==> config.mk <==
export PLATFORM = sky130hd
export DESIGN_NAME = serial_det_arbiter_flat
export DESIGN_NICKNAME = d
export VERILOG_FILES = /design/src/rtl/serial_det_arb_pkg.sv /design/src/rtl/serial_det_arbiter_if.sv /design/src/rtl/serial_det_arbiter_rr_pick.sv /design/src/rtl/serial_det_arbiter.sv /design/src/flat_wrapper.sv
export SDC_FILE = /design/constraint.sdc
export NUM_CORES = 1
export LEC_CHECK = 0
export CAP_MARGIN = 20
export CORE_UTILIZATION = 45
export CTS_CLUSTER_DIAMETER = 120
export DETAILED_ROUTE_END_ITERATION = 10
export PLACE_DENSITY_LB_ADDON = 0.2
export SLEW_MARGIN = 20
export SYNTH_ARGS = -nofsm -noshare
export SYNTH_HDL_FRONTEND = slang
export SYNTH_SLANG_ARGS = --single-unit
==> constraint.sdc <==
create_clock -name clk -period 4.7 [get_ports clk]
set_input_delay 0.94 -clock clk [delete_from_list [all_inputs] [get_ports clk]]
set_output_delay 0.94 -clock clk [all_outputs]
set_load 0.05 [all_outputs]
==> src/rtl/serial_det_arb_pkg.sv <==
// Shared types and helpers for the serial detector arbiter.
// Optional hit counter is enabled with the HIT_COUNT_EN macro.
package serial_det_arb_pkg;

  localparam int MAX_NREQ = 8;

  typedef enum logic [1:0] {
    IDLE    = 2'b00,
    FLUSH   = 2'b01,
    STREAM  = 2'b10,
    RELEASE = 2'b11
  } arb_state_e;

  function automatic logic [MAX_NREQ-1:0] onehot(input int idx);
    return MAX_NREQ'(1) << idx;
  endfunction

  // Next index in a ring of n entries.
  function automatic int wrap_inc(input int idx, input int n);
    return (idx + 1 >= n) ? 0 : idx + 1;
  endfunction

endpackage

==> src/rtl/serial_det_arbiter_if.sv <==
// Requester/detector bus of the serial detector arbiter.
// HIT_COUNT_EN adds the per-grant hit counter (hit_cnt, width HC_W).
interface serial_det_arbiter_if #(
  parameter int NREQ = 4,
  parameter int ID_W = 2
`ifdef HIT_COUNT_EN
  , parameter int HC_W = 4
`endif
);
  logic [NREQ-1:0] req;
  logic [NREQ-1:0] ser_in;
  logic [NREQ-1:0] grant;
  logic            det_rst;
  logic            det_serin;
  logic            det_out;
  logic            hit_valid;
  logic [ID_W-1:0] hit_id;
  logic            burst_done;
`ifdef HIT_COUNT_EN
  logic [HC_W-1:0] hit_cnt;

  modport master (
    input  req, ser_in, det_out,
    output grant, det_rst, det_serin, hit_valid, hit_id, burst_done, hit_cnt
  );
  modport slave (
    output req, ser_in, det_out,
    input  grant, det_rst, det_serin, hit_valid, hit_id, burst_done, hit_cnt
  );
`else
  modport master (
    input  req, ser_in, det_out,
    output grant, det_rst, det_serin, hit_valid, hit_id, burst_done
  );
  modport slave (
    output req, ser_in, det_out,
    input  grant, det_rst, det_serin, hit_valid, hit_id, burst_done
  );
`endif
endinterface

==> src/rtl/serial_det_arbiter_rr_pick.sv <==
// Combinational round-robin picker: first requester after last_ptr, wrapping,
// so the previous owner has the lowest priority.
module rr_pick
  import serial_det_arb_pkg::*;
#(
  parameter int NREQ = 4,
  parameter int ID_W = 2
) (
  input  logic [NREQ-1:0] req,
  input  logic [ID_W-1:0] last_ptr,
  output logic [ID_W-1:0] idx,
  output logic            any
);

  logic [ID_W-1:0] cand;

  always_comb begin
    idx  = '0;
    any  = 1'b0;
    cand = last_ptr;
    for (int i = 0; i < NREQ; i++) begin
      cand = ID_W'(wrap_inc(int'(cand), NREQ));
      if (!any && req[cand]) begin
        any = 1'b1;
        idx = cand;
      end
    end
  end

endmodule

==> src/rtl/serial_det_arbiter.sv <==
// Round-robin sequencer sharing one serial "sequence detector" among NREQ sources.
// Define HIT_COUNT_EN to add the saturating per-grant hit counter (bus.hit_cnt).
module serial_det_arbiter
  import serial_det_arb_pkg::*;
#(
  parameter int NREQ      = 4,
  parameter int BURST_LEN = 8,
  parameter int ID_W      = 2
) (
  input logic                 clk,
  input logic                 rst,
  serial_det_arbiter_if.master bus
);

  localparam int CNT_W = (BURST_LEN > 1) ? $clog2(BURST_LEN) : 1;

  arb_state_e      state_q, state_d;
  logic [ID_W-1:0] owner_q, owner_d;
  logic [ID_W-1:0] last_ptr_q, last_ptr_d;
  logic [CNT_W-1:0] bit_cnt_q, bit_cnt_d;
  logic [ID_W-1:0] pick_idx;
  logic            pick_any;
  logic            det_window;

  rr_pick #(.NREQ(NREQ), .ID_W(ID_W)) u_pick (
    .req      (bus.req),
    .last_ptr (last_ptr_q),
    .idx      (pick_idx),
    .any      (pick_any)
  );

  // NOTE: state is updated with non-blocking assignments so every flop samples
  // pre-edge values; blocking here would create order-dependent simulation races.
  always_ff @(posedge clk or negedge rst) begin
    if (!rst) begin
      state_q    <= IDLE;
      owner_q    <= '0;
      last_ptr_q <= ID_W'(NREQ - 1);
      bit_cnt_q  <= '0;
    end else begin
      state_q    <= state_d;
      owner_q    <= owner_d;
      last_ptr_q <= last_ptr_d;
      bit_cnt_q  <= bit_cnt_d;
    end
  end

  // NOTE: every variable gets a default before the case, so no path leaves one
  // unassigned and no latch is inferred.
  always_comb begin
    state_d    = state_q;
    owner_d    = owner_q;
    last_ptr_d = last_ptr_q;
    bit_cnt_d  = bit_cnt_q;
    case (state_q)
      IDLE: begin
        if (pick_any) begin
          owner_d = pick_idx;
          state_d = FLUSH;
        end
      end
      FLUSH: begin
        bit_cnt_d = '0;
        state_d   = STREAM;
      end
      STREAM: begin
        bit_cnt_d = bit_cnt_q + 1'b1;
        if (bit_cnt_q == CNT_W'(BURST_LEN - 1) || !bus.req[owner_q])
          state_d = RELEASE;
      end
      RELEASE: begin
        last_ptr_d = owner_q;
        state_d    = IDLE;
      end
      default: state_d = IDLE;
    endcase
  end

  always_comb begin
    bus.grant      = '0;
    bus.det_serin  = 1'b0;
    bus.burst_done = 1'b0;
    det_window     = 1'b0;
    case (state_q)
      FLUSH: bus.grant = NREQ'(onehot(int'(owner_q)));
      STREAM: begin
        bus.grant     = NREQ'(onehot(int'(owner_q)));
        bus.det_serin = bus.ser_in[owner_q];
        det_window    = 1'b1;
      end
      RELEASE: begin
        bus.grant      = NREQ'(onehot(int'(owner_q)));
        bus.burst_done = 1'b1;
        det_window     = 1'b1;
      end
      default: ;
    endcase
  end

  // The detector is held flushed for as long as the arbiter itself is in reset.
  assign bus.det_rst   = !rst || (state_q == FLUSH);
  assign bus.hit_valid = bus.det_out & det_window;
  assign bus.hit_id    = owner_q;

`ifdef HIT_COUNT_EN
  localparam int HC_W = $clog2(BURST_LEN + 1);

  logic [HC_W-1:0] hit_cnt_q, hit_cnt_inc;

  assign hit_cnt_inc = (bus.hit_valid && hit_cnt_q != HC_W'(BURST_LEN))
                     ? hit_cnt_q + 1'b1 : hit_cnt_q;

  always_ff @(posedge clk or negedge rst) begin
    if (!rst)                  hit_cnt_q <= '0;
    else if (state_q == FLUSH) hit_cnt_q <= '0;
    else                       hit_cnt_q <= hit_cnt_inc;
  end

  // A hit seen during RELEASE is already included while burst_done is high.
  assign bus.hit_cnt = (state_q == RELEASE) ? hit_cnt_inc : hit_cnt_q;
`endif

endmodule

==> src/flat_wrapper.sv <==
// flat-port wrapper written by rule: the top's interface ports become plain ports
module serial_det_arbiter_flat import serial_det_arb_pkg::*;
#(
  parameter int NREQ      = 4,
  parameter int BURST_LEN = 8,
  parameter int ID_W      = 2
)
  (clk, rst, bus_req, bus_ser_in, bus_det_out, bus_grant, bus_det_rst, bus_det_serin, bus_hit_valid, bus_hit_id, bus_burst_done);
  serial_det_arbiter_if #(.NREQ(NREQ), .ID_W(ID_W)) bus_i ();
  input logic clk;
  input logic rst;
  input wire logic [$bits(bus_i.req)-1:0] bus_req;
  input wire logic [$bits(bus_i.ser_in)-1:0] bus_ser_in;
  input wire logic [$bits(bus_i.det_out)-1:0] bus_det_out;
  output wire logic [$bits(bus_i.grant)-1:0] bus_grant;
  output wire logic [$bits(bus_i.det_rst)-1:0] bus_det_rst;
  output wire logic [$bits(bus_i.det_serin)-1:0] bus_det_serin;
  output wire logic [$bits(bus_i.hit_valid)-1:0] bus_hit_valid;
  output wire logic [$bits(bus_i.hit_id)-1:0] bus_hit_id;
  output wire logic [$bits(bus_i.burst_done)-1:0] bus_burst_done;
  assign bus_i.req = bus_req;
  assign bus_i.ser_in = bus_ser_in;
  assign bus_i.det_out = bus_det_out;
  assign bus_grant = bus_i.grant;
  assign bus_det_rst = bus_i.det_rst;
  assign bus_det_serin = bus_i.det_serin;
  assign bus_hit_valid = bus_i.hit_valid;
  assign bus_hit_id = bus_i.hit_id;
  assign bus_burst_done = bus_i.burst_done;
  serial_det_arbiter #(.NREQ(NREQ), .BURST_LEN(BURST_LEN), .ID_W(ID_W)) u_core (.clk(clk), .rst(rst), .bus(bus_i));
endmodule
==> reports/results.ini, run 1 <==
[status]
status=completed

[yosys]
synth_area_per_cell_sq_um=10.0
synth_edf_count=0
syn_nets=90
synthFlopType=dfrtp_1
ys_seq_area_share_pct=31.5
synthArstFlopShare_pct=100
syn_area_sq_um=722
ys_types=34
yosys_warnings=0
yosysTopAreaCell=dfrtp_1
syn_inst=72
synth_area_leaders=dfrtp_1 24%, ha_1 12%, dfstp_2 7.3%, mux2_2 4.7%, nor3b_1 4.2%
ys_ff_latch=9
synthDominantCellAreaShare_pct=24.3

[cells_and_area]
nNetsFinal=112
diodes=0
fill_cells=137
drive_above_1_share_pct=12.9
syn2layout_area_growth_pct=31.2

[setup_path]
path_cells=clkdlybuf4s50_1, mux4_1, and2_1, clkdlybuf4s50_1
end_kind=output pin
path_delay_family=buffers and inverters
cp_slowest_cell=clkdlybuf4s50_1
cp.required_ps=3760
critPathLaunchType=primary input
crit_top_cell=clkdlybuf4s50_1
critPathKind=primary input to output pin
arrival_ps=2670
reg2reg_setup_slack_ps=2840
slowest_delay_ps=690
worstPathMaxFanout=1
path_buf_inv=2

[floorplanning]
die_w_microns=42.1
die_y_microns=42.1
fp-row-count=14
initial_core_util_pct=47.9
dieArea_sq_um=1770
num_io_pins=21
core_area_sq_um=1510

[clocking]
cts_setup_buffers=0
cts-hold-fix-buffers=0
ctsResizeCount=0
clk_latency_ps=260
cts.htree.levels=1
clock-sinks=9
clkTransAtPathRegs_ps=60
clock_path_buffers=2
cts_root_buf=clkbuf_4
cts_made_buffers=3
cts_tree=yes

[global_routing]
grt_pass1_wl_mm=2.50
track_usage_pct=18.7
grt_overflow=0
grt_pass1_vias=579
grt_max_degree=11
antenna_found_initial=0

[timing]
tightest_slew_ps=510
hold_viol=0
slew_headroom_pct=65.9
period_minus_slack_ps=3610
rsz0062_at_grt=false
worst_slack_ps=1090
drv_slew=0
max_freq_mhz=277
finalClockSkew_ps=2.92
finalSetupViolCount=0
tns_ps=0
fin_crit_sh_pct=76.9

[route]
wl_mm=1.43
firstDrtPassIters=3
drc_errors=0
post_drt_wl_per_cell_microns=13.1
vias=604
drtIter0Drc=13
vias_per_cell=5.54
final_antenna_net_count=0

[power_and_ir_drop]
p_leak_uw=0.000392
p_int_uw=359
p_clk_share_pct=8.1
combPwrFrac_pct=68.6
p_per_area_nw_per_um2=762
vdd_ir_drop_max_uv=539
share_seq_of_total_power_pct=23.3
power_switching_uw=362
swShare_pct=50.2

[job]
drv_cap=0

[worst_hold_path]
hp-class=register to register

[place]
io_buffers=20
gp_congestion=0.763
dp_slack_ps=1090
hpwl_mm=1.13

[cell usage in the layout (no fill, tap or decap), types with 3 or more instances in the layout]
cell type	n
dfrtp_1	7
nor2_1	4
o21ai_0	5
inv_1	7
nand3_1	3
ha_1	7
mux2_2	3
a21oi_1	3
clkdlybuf4s50_1	20
clkbuf_4	3
nor3b_1	4
[stage by stage]
stage | area [sq um] | total power, uW | std cells | utilization (%) | hold WS (ps)
2_1_floorplan | 722 | 540 | 72 | - | 502
3_3_place_gp | 921 | 657 | 105 | 61.1 | 522
3_5_place_dp | 921 | 666 | 105 | 61.1 | 533
4_1_cts | 947 | 729 | 109 | 62.9 | 538
5_1_grt | 947 | 776 | 109 | 62.9 | 582
6_report | 947 | 722 | 109 | 62.9 | 532
[power by group through the flow]
stage	combinational, uW	clock [uW]	sequential, uW
floorplan	366	0	174
global placement	489	0	168
detailed placement	495	0	171
CTS	499	60.4	169
global route	534	63.9	178
finish	495	58.2	168
[synthesized netlist by cell type (2+ instances only)]
master,n
dfstp_2,2
ha_1,7
dfrtp_1,7
nor3b_1,4
inv_1,7
o21ai_0,5
nor2_1,4
mux2_2,3
nand3_1,3
buf_2,2
a211oi_1,2
nor2b_1,2
a21oi_1,3
[worst reg2reg max path, stage by stage (launching register included)]
cell and delay (ps):
dfstp_2 620, ha_1 250, or3b_2 450, a21oi_1 180, o32a_1 160, a21oi_1 60
[per-layer routing]
metal	global-route usage, %	vias to the layer above	routed length [microns]
li1	-	310	-
met1	22.8	277	685
met2	31.6	15	641
met3	7.33	2	94
met4	3.75	0	7
met5	0	-	0
[final cells by class]
class / instances / area, sq um / area share [%]
sequential: 9 / 228 / 24.0
timing repair buffer: 20 / 200 / 21.1
tap: 16 / 20.0 / 2.11
inverter: 7 / 26.3 / 2.77
multi-input combinational: 53 / 447 / 47.2
clock buffer: 4 / 26.3 / 2.77
[path summary, 6_finish.rpt]
check                      cells past startpoint                        startpoint                          endpoint
min in group asynchronous                      1                               rst   u_core.bit_cnt_q[2]$_DFFE_PN0P_
max in group asynchronous                      1                               rst  u_core.last_ptr_q[1]$_DFFE_PN1P_
max reg2reg                                    5  u_core.last_ptr_q[0]$_DFFE_PN1P_  u_core.bus.hit_id[1]$_DFFE_PN0P_
min reg2reg                                    2   u_core.bit_cnt_q[2]$_DFFE_PN0P_   u_core.bit_cnt_q[2]$_DFFE_PN0P_
min                                            2   u_core.bit_cnt_q[2]$_DFFE_PN0P_   u_core.bit_cnt_q[2]$_DFFE_PN0P_
max                                            4                     bus_ser_in[1]                     bus_det_serin
[flip-flops by register name, indices dropped and copies added (netlist names)]
name,cells
u_core.bit_cnt_q,3
u_core.bus.hit_id,2
u_core.last_ptr_q,2
u_core.state_q,2
[logic make-up after synthesis]
| logic type | synth area share [%] |
|---|---|
| multiplexers | 11.4 |
| flip-flops | 31.5 |
| XOR/XNOR | 1.21 |
| AND/OR/NAND/NOR | 20.3 |
| adder cells (fa/ha/maj) | 12.1 |
| AO/OA/AOI/OAI | 16.8 |
| buffers and inverters | 6.59 |
(Power assumes the default switching activity.)
==> run 2: changes to the inputs <==
--- a/config.mk
+++ b/config.mk
@@ -6,7 +6,7 @@
 export NUM_CORES = 1
 export LEC_CHECK = 0
 export CAP_MARGIN = 20
-export CORE_UTILIZATION = 45
+export CORE_UTILIZATION = 41
 export CTS_CLUSTER_DIAMETER = 120
 export DETAILED_ROUTE_END_ITERATION = 10
 export PLACE_DENSITY_LB_ADDON = 0.2
==> constraint.sdc (replaced) <==
create_clock -name clk -period 3.1 [get_ports clk]
set_input_delay 0.62 -clock clk [delete_from_list [all_inputs] [get_ports clk]]
set_output_delay 0.62 -clock clk [all_outputs]
set_load 0.05 [all_outputs]
==> run 2 against run 1 <==
Net effect:
- clock skew about the same
- sequential share of layout area decreased by 0.063 points
- first-iteration DRC count decreased by 15%
- utilization decreased by 2.6 points
- global-route usage increased by 1.8 points
- setup slack got worse by 710 ps
- register-to-register slack got worse by 1600 ps
- non-clock buffer count increased by 1
- critical endpoint is now bus_grant[2]
- largest power group unchanged
==> reports/results.ini, run 2 (synthesis results as in run 1) <==
[status]
status=completed

[timing]
tightest_slew_ps=562
hold_viol=0
finalSetupViolCount=0
fin_crit_sh_pct=88.0
max_freq_mhz=367
finalClockSkew_ps=2.43
period_minus_slack_ps=2730
slew_headroom_pct=62.2
rsz0062_at_grt=false
worst_slack_ps=373
drv_slew=0
tns_ps=0

[floorplanning]
core_area_sq_um=1580
num_io_pins=21
fp-row-count=14
initial_core_util_pct=45.8
dieArea_sq_um=1930
die_w_microns=44.0
die_y_microns=44.0

[route]
drtIter0Drc=11
post_drt_wl_per_cell_microns=14.6
drc_errors=0
firstDrtPassIters=4
final_antenna_net_count=0
wl_mm=1.61
vias=637
vias_per_cell=5.79

[cells_and_area]
final_common_cell=clkdlybuf4s50_1
regMostFlops=u_core.bit_cnt_q
drive_above_1_share_pct=16.0
largest_reg_flops=3
final_cell_mix=18 x clkdlybuf4s50_1, 7 x inv_1, 7 x ha_1, 7 x dfrtp_1, 5 x o21ai_0
syn2layout_area_growth_pct=31.5
diodes=0
nNetsFinal=113

[global_routing]
grt_pass1_wl_mm=2.80
antenna_found_initial=0
grt_overflow=0
track_usage_pct=20.5
grt_pass1_vias=649
grt_max_degree=11

[clocking]
clock_path_buffers=2
clk_latency_ps=270
cts_setup_buffers=0
cts.htree.levels=1
cts_root_buf=clkbuf_4
cts_tree=yes
clkTransAtPathRegs_ps=60
cts_made_buffers=3
cts-hold-fix-buffers=0
ctsResizeCount=0
clock-sinks=9

[place]
dp_slack_ps=474
gp_congestion=0.751
hpwl_mm=1.21
io_buffers=20

[setup_path]
arrival_ps=2110
critPathLaunchType=register
reg2reg_setup_slack_ps=1250
worstPathMaxFanout=7
critPathKind=register to output pin
cp.required_ps=2480
end_kind=output pin

[job]
drv_cap=0

[power_and_ir_drop]
p_per_area_nw_per_um2=1160
p_leak_uw=0.000399
vdd_ir_drop_max_uv=892

[worst_hold_path]
hp-class=register to register

## run 2: cell count changes in the layout (fill, tap and decap cells not counted), sizes merged
cell,delta
buf,+3
clkdlybuf4s50,-2
## run 2: area by class of cell
class / instances / area, sq um
Clock buffer: 4 / 26.3
Timing Repair Buffer: 21 / 203
Multi-Input combinational cell: 53 / 447
Tap cell: 16 / 20.0
Fill cell: 133 / 627
Inverter: 7 / 26.3
Sequential cell: 9 / 228
## run 2: worst paths after layout
check	start	to	depth (start not counted)
max	u_core.state_q[0]$_DFFE_PN0P_	bus_grant[2]	4
min	u_core.bit_cnt_q[2]$_DFFE_PN0P_	u_core.bit_cnt_q[2]$_DFFE_PN0P_	2
max reg2reg	u_core.last_ptr_q[0]$_DFFE_PN1P_	u_core.bus.hit_id[1]$_DFFE_PN0P_	5
min reg2reg	u_core.bit_cnt_q[2]$_DFFE_PN0P_	u_core.bit_cnt_q[2]$_DFFE_PN0P_	2
max in group asynchronous	rst	u_core.last_ptr_q[1]$_DFFE_PN1P_	2
min in group asynchronous	rst	u_core.bit_cnt_q[2]$_DFFE_PN0P_	2
## run 2: critical path: stages (launching register included)
cell and delay [ps]:
dfrtp_1 400, inv_1 80, ha_1 290, nor3b_1 220, clkdlybuf4s50_1 840
## run 2: through the flow
step / instances / util [%] / power (uW) / instance area, sq um / hold WS [ps]
after floorplan: 72 / - / 819 / 722 / 324
after global placement: 106 / 58.6 / 995 / 923 / 516
after detailed placement: 106 / 58.6 / 1010 / 923 / 525
after CTS: 110 / 60.2 / 1110 / 950 / 534
after global routing: 110 / 60.2 / 1190 / 950 / 568
final: 110 / 60.2 / 1100 / 950 / 528
## run 2: where the power goes
group / internal [uW] / switching [uW] / leakage, uW
combinational: 311 / 442 / 0.000276
sequential: 182 / 74.1 / 0.000108
clock: 49.9 / 45.3 / 0.0000150
total: 543 / 561 / 0.000399
## run 2: per-layer routing
metal  vias up  part of all wire, %  GRT usage, %
li1        311                    -             -
met1       296                   46          24.5
met2        24                   47          34.6
met3         6                  4.4          2.50
met4         0                  2.9          12.7
met5         -                    0             0
==> run 3: changes to the inputs <==
--- a/config.mk
+++ b/config.mk
@@ -9,6 +9,7 @@
 export CORE_UTILIZATION = 41
 export CTS_CLUSTER_DIAMETER = 120
 export DETAILED_ROUTE_END_ITERATION = 10
+export GPL_TIMING_DRIVEN = 0
 export PLACE_DENSITY_LB_ADDON = 0.2
 export SLEW_MARGIN = 20
 export SYNTH_ARGS = -nofsm -noshare
==> run 3 against run 2 <==
Net effect:
- global-route usage fell by 2.4 points
- first-iteration DRC count fell by 64%
- utilization rose by 0.56 points
- setup slack got worse by 260 ps
- sequential power fell by 11%
- flip-flop and latch count did not move
- hold slack got worse by 3.3 ps
- critical path depth did not move
- critical path type is now primary input to output pin
- largest power group unchanged
- highest routed layer unchanged
==> reports/results.ini, run 3 (synthesis results as in run 1) <==
[status]
status=completed

[job]
drv_cap=0

[clocking]
cts-hold-fix-buffers=0
clock_path_buffers=2
ctsResizeCount=0
cts_root_buf=clkbuf_4
cts_made_buffers=3
cts_setup_buffers=0
clk_latency_ps=270
clkTransAtPathRegs_ps=60
clock-sinks=9
cts_tree=yes
cts.htree.levels=1

[timing]
fin_crit_sh_pct=96.2
finalSetupViolCount=0
finalClockSkew_ps=0.340
hold_viol=0
slew_headroom_pct=66.4
tns_ps=0
rsz0062_at_grt=false
hold_ws_ps=524
max_freq_mhz=335
tightest_slew_ps=502
period_minus_slack_ps=2980
drv_slew=0

[power_and_ir_drop]
vdd_ir_drop_max_uv=701
p_leak_uw=0.000401
p_per_area_nw_per_um2=1170

[place]
gp_congestion=0.735
hpwl_mm=1.10
io_buffers=19

[cells_and_area]
final_cell_mix=19 x clkdlybuf4s50_1, 7 x inv_1, 7 x ha_1, 7 x dfrtp_1, 5 x o21ai_0
final_common_cell=clkdlybuf4s50_1
largest_reg_flops=3
fill_cells=142
diodes=0
nNetsFinal=114
syn2layout_area_growth_pct=32.8
drive_above_1_share_pct=15.8
regMostFlops=u_core.bit_cnt_q

[route]
vias=618
drtIter0Drc=4
post_drt_wl_per_cell_microns=13.5
drc_errors=0
firstDrtPassIters=4
final_antenna_net_count=0
vias_per_cell=5.57
wl_mm=1.50

[setup_path]
cp_slowest_cell=clkdlybuf4s50_1
crit_top_cell=clkdlybuf4s50_1
arrival_ps=2360
critPathLaunchType=primary input
path_cells=clkdlybuf4s50_1, mux4_1, and2_1, clkdlybuf4s50_1
cp.required_ps=2480
critPathKind=primary input to output pin
worstPathMaxFanout=1
slowest_delay_ps=690
end_kind=output pin

[floorplanning]
dieArea_sq_um=1930
num_io_pins=21
fp-row-count=14
die_w_microns=44.0
core_area_sq_um=1580
initial_core_util_pct=45.8
die_y_microns=44.0

[global_routing]
grt_pass1_wl_mm=2.52
grt_pass1_vias=575
antenna_found_initial=0
grt_max_degree=11
track_usage_pct=18.1
grt_overflow=0

[worst_hold_path]
hp-class=register to register

## run 3: cell types whose count changed in the layout (fill, tap and decap cells not counted)
cell | previous run | this run
buf_2 | 0 | 2
buf_4 | 3 | 0
buf_6 | 0 | 1
clkdlybuf4s50_1 | 18 | 19
## run 3: path summary, 6_finish.rpt
path	from	endpoint	slack, ps	depth (start not counted)
worst min-delay path	u_core.bit_cnt_q[2]$_DFFE_PN0P_	u_core.bit_cnt_q[2]$_DFFE_PN0P_	520	2
worst max register to register	u_core.last_ptr_q[0]$_DFFE_PN1P_	u_core.bus.hit_id[1]$_DFFE_PN0P_	1390	5
max in group asynchronous	rst	u_core.last_ptr_q[0]$_DFFE_PN1P_	2090	1
worst max-delay path	bus_ser_in[1]	bus_det_serin	120	4
min in group asynchronous	rst	u_core.bit_cnt_q[2]$_DFFE_PN0P_	670	1
worst min register to register	u_core.bit_cnt_q[2]$_DFFE_PN0P_	u_core.bit_cnt_q[2]$_DFFE_PN0P_	520	2
## run 3: layout make-up
class / count / area, sq um / share of cell area, %
buffer: 3 / 21.3 / 2.22
clock buffer: 4 / 26.3 / 2.74
inverter: 7 / 26.3 / 2.74
multi-input combinational: 53 / 447 / 46.6
sequential: 9 / 228 / 23.8
tap: 16 / 20.0 / 2.09
timing repair buffer: 19 / 190 / 19.8
## run 3: routing by layer
metal  global-route usage (%)  vias up  part of all wire [%]
met2                     26.9       18                    44
met4                     10.9        0                   2.1
met3                     2.50        5                   4.9
li1                         -      313                     -
met1                     24.9      282                    49
met5                        0        -                     0
## run 3: where the power goes
| part | total [uW] | switching, uW | internal [uW] |
|---|---|---|---|
| Sequential | 227 | 45.8 | 181 |
| Combinational | 799 | 469 | 330 |
| Clock | 96.5 | 46.5 | 49.9 |
## run 3: metrics by stage
step	utilization, %	power [uW]	setup WS [ps]	cells	instance area (sq um)
2_1_floorplan	-	819	506	72	722
3_3_place_gp	59.1	1010	127	107	932
3_5_place_dp	59.1	1030	121	107	932
4_1_cts	60.8	1130	112	111	958
5_1_grt	60.8	1200	80.1	111	958
6_report	60.8	1120	117	111	958
## run 3: worst max-delay path: cells and delay by family
| kind | cells | cell delay (ps) |
|---|---|---|
| buffers and inverters | 2 | 1080 |
| muxes | 1 | 490 |
| and+or+nand+nor | 1 | 170 |
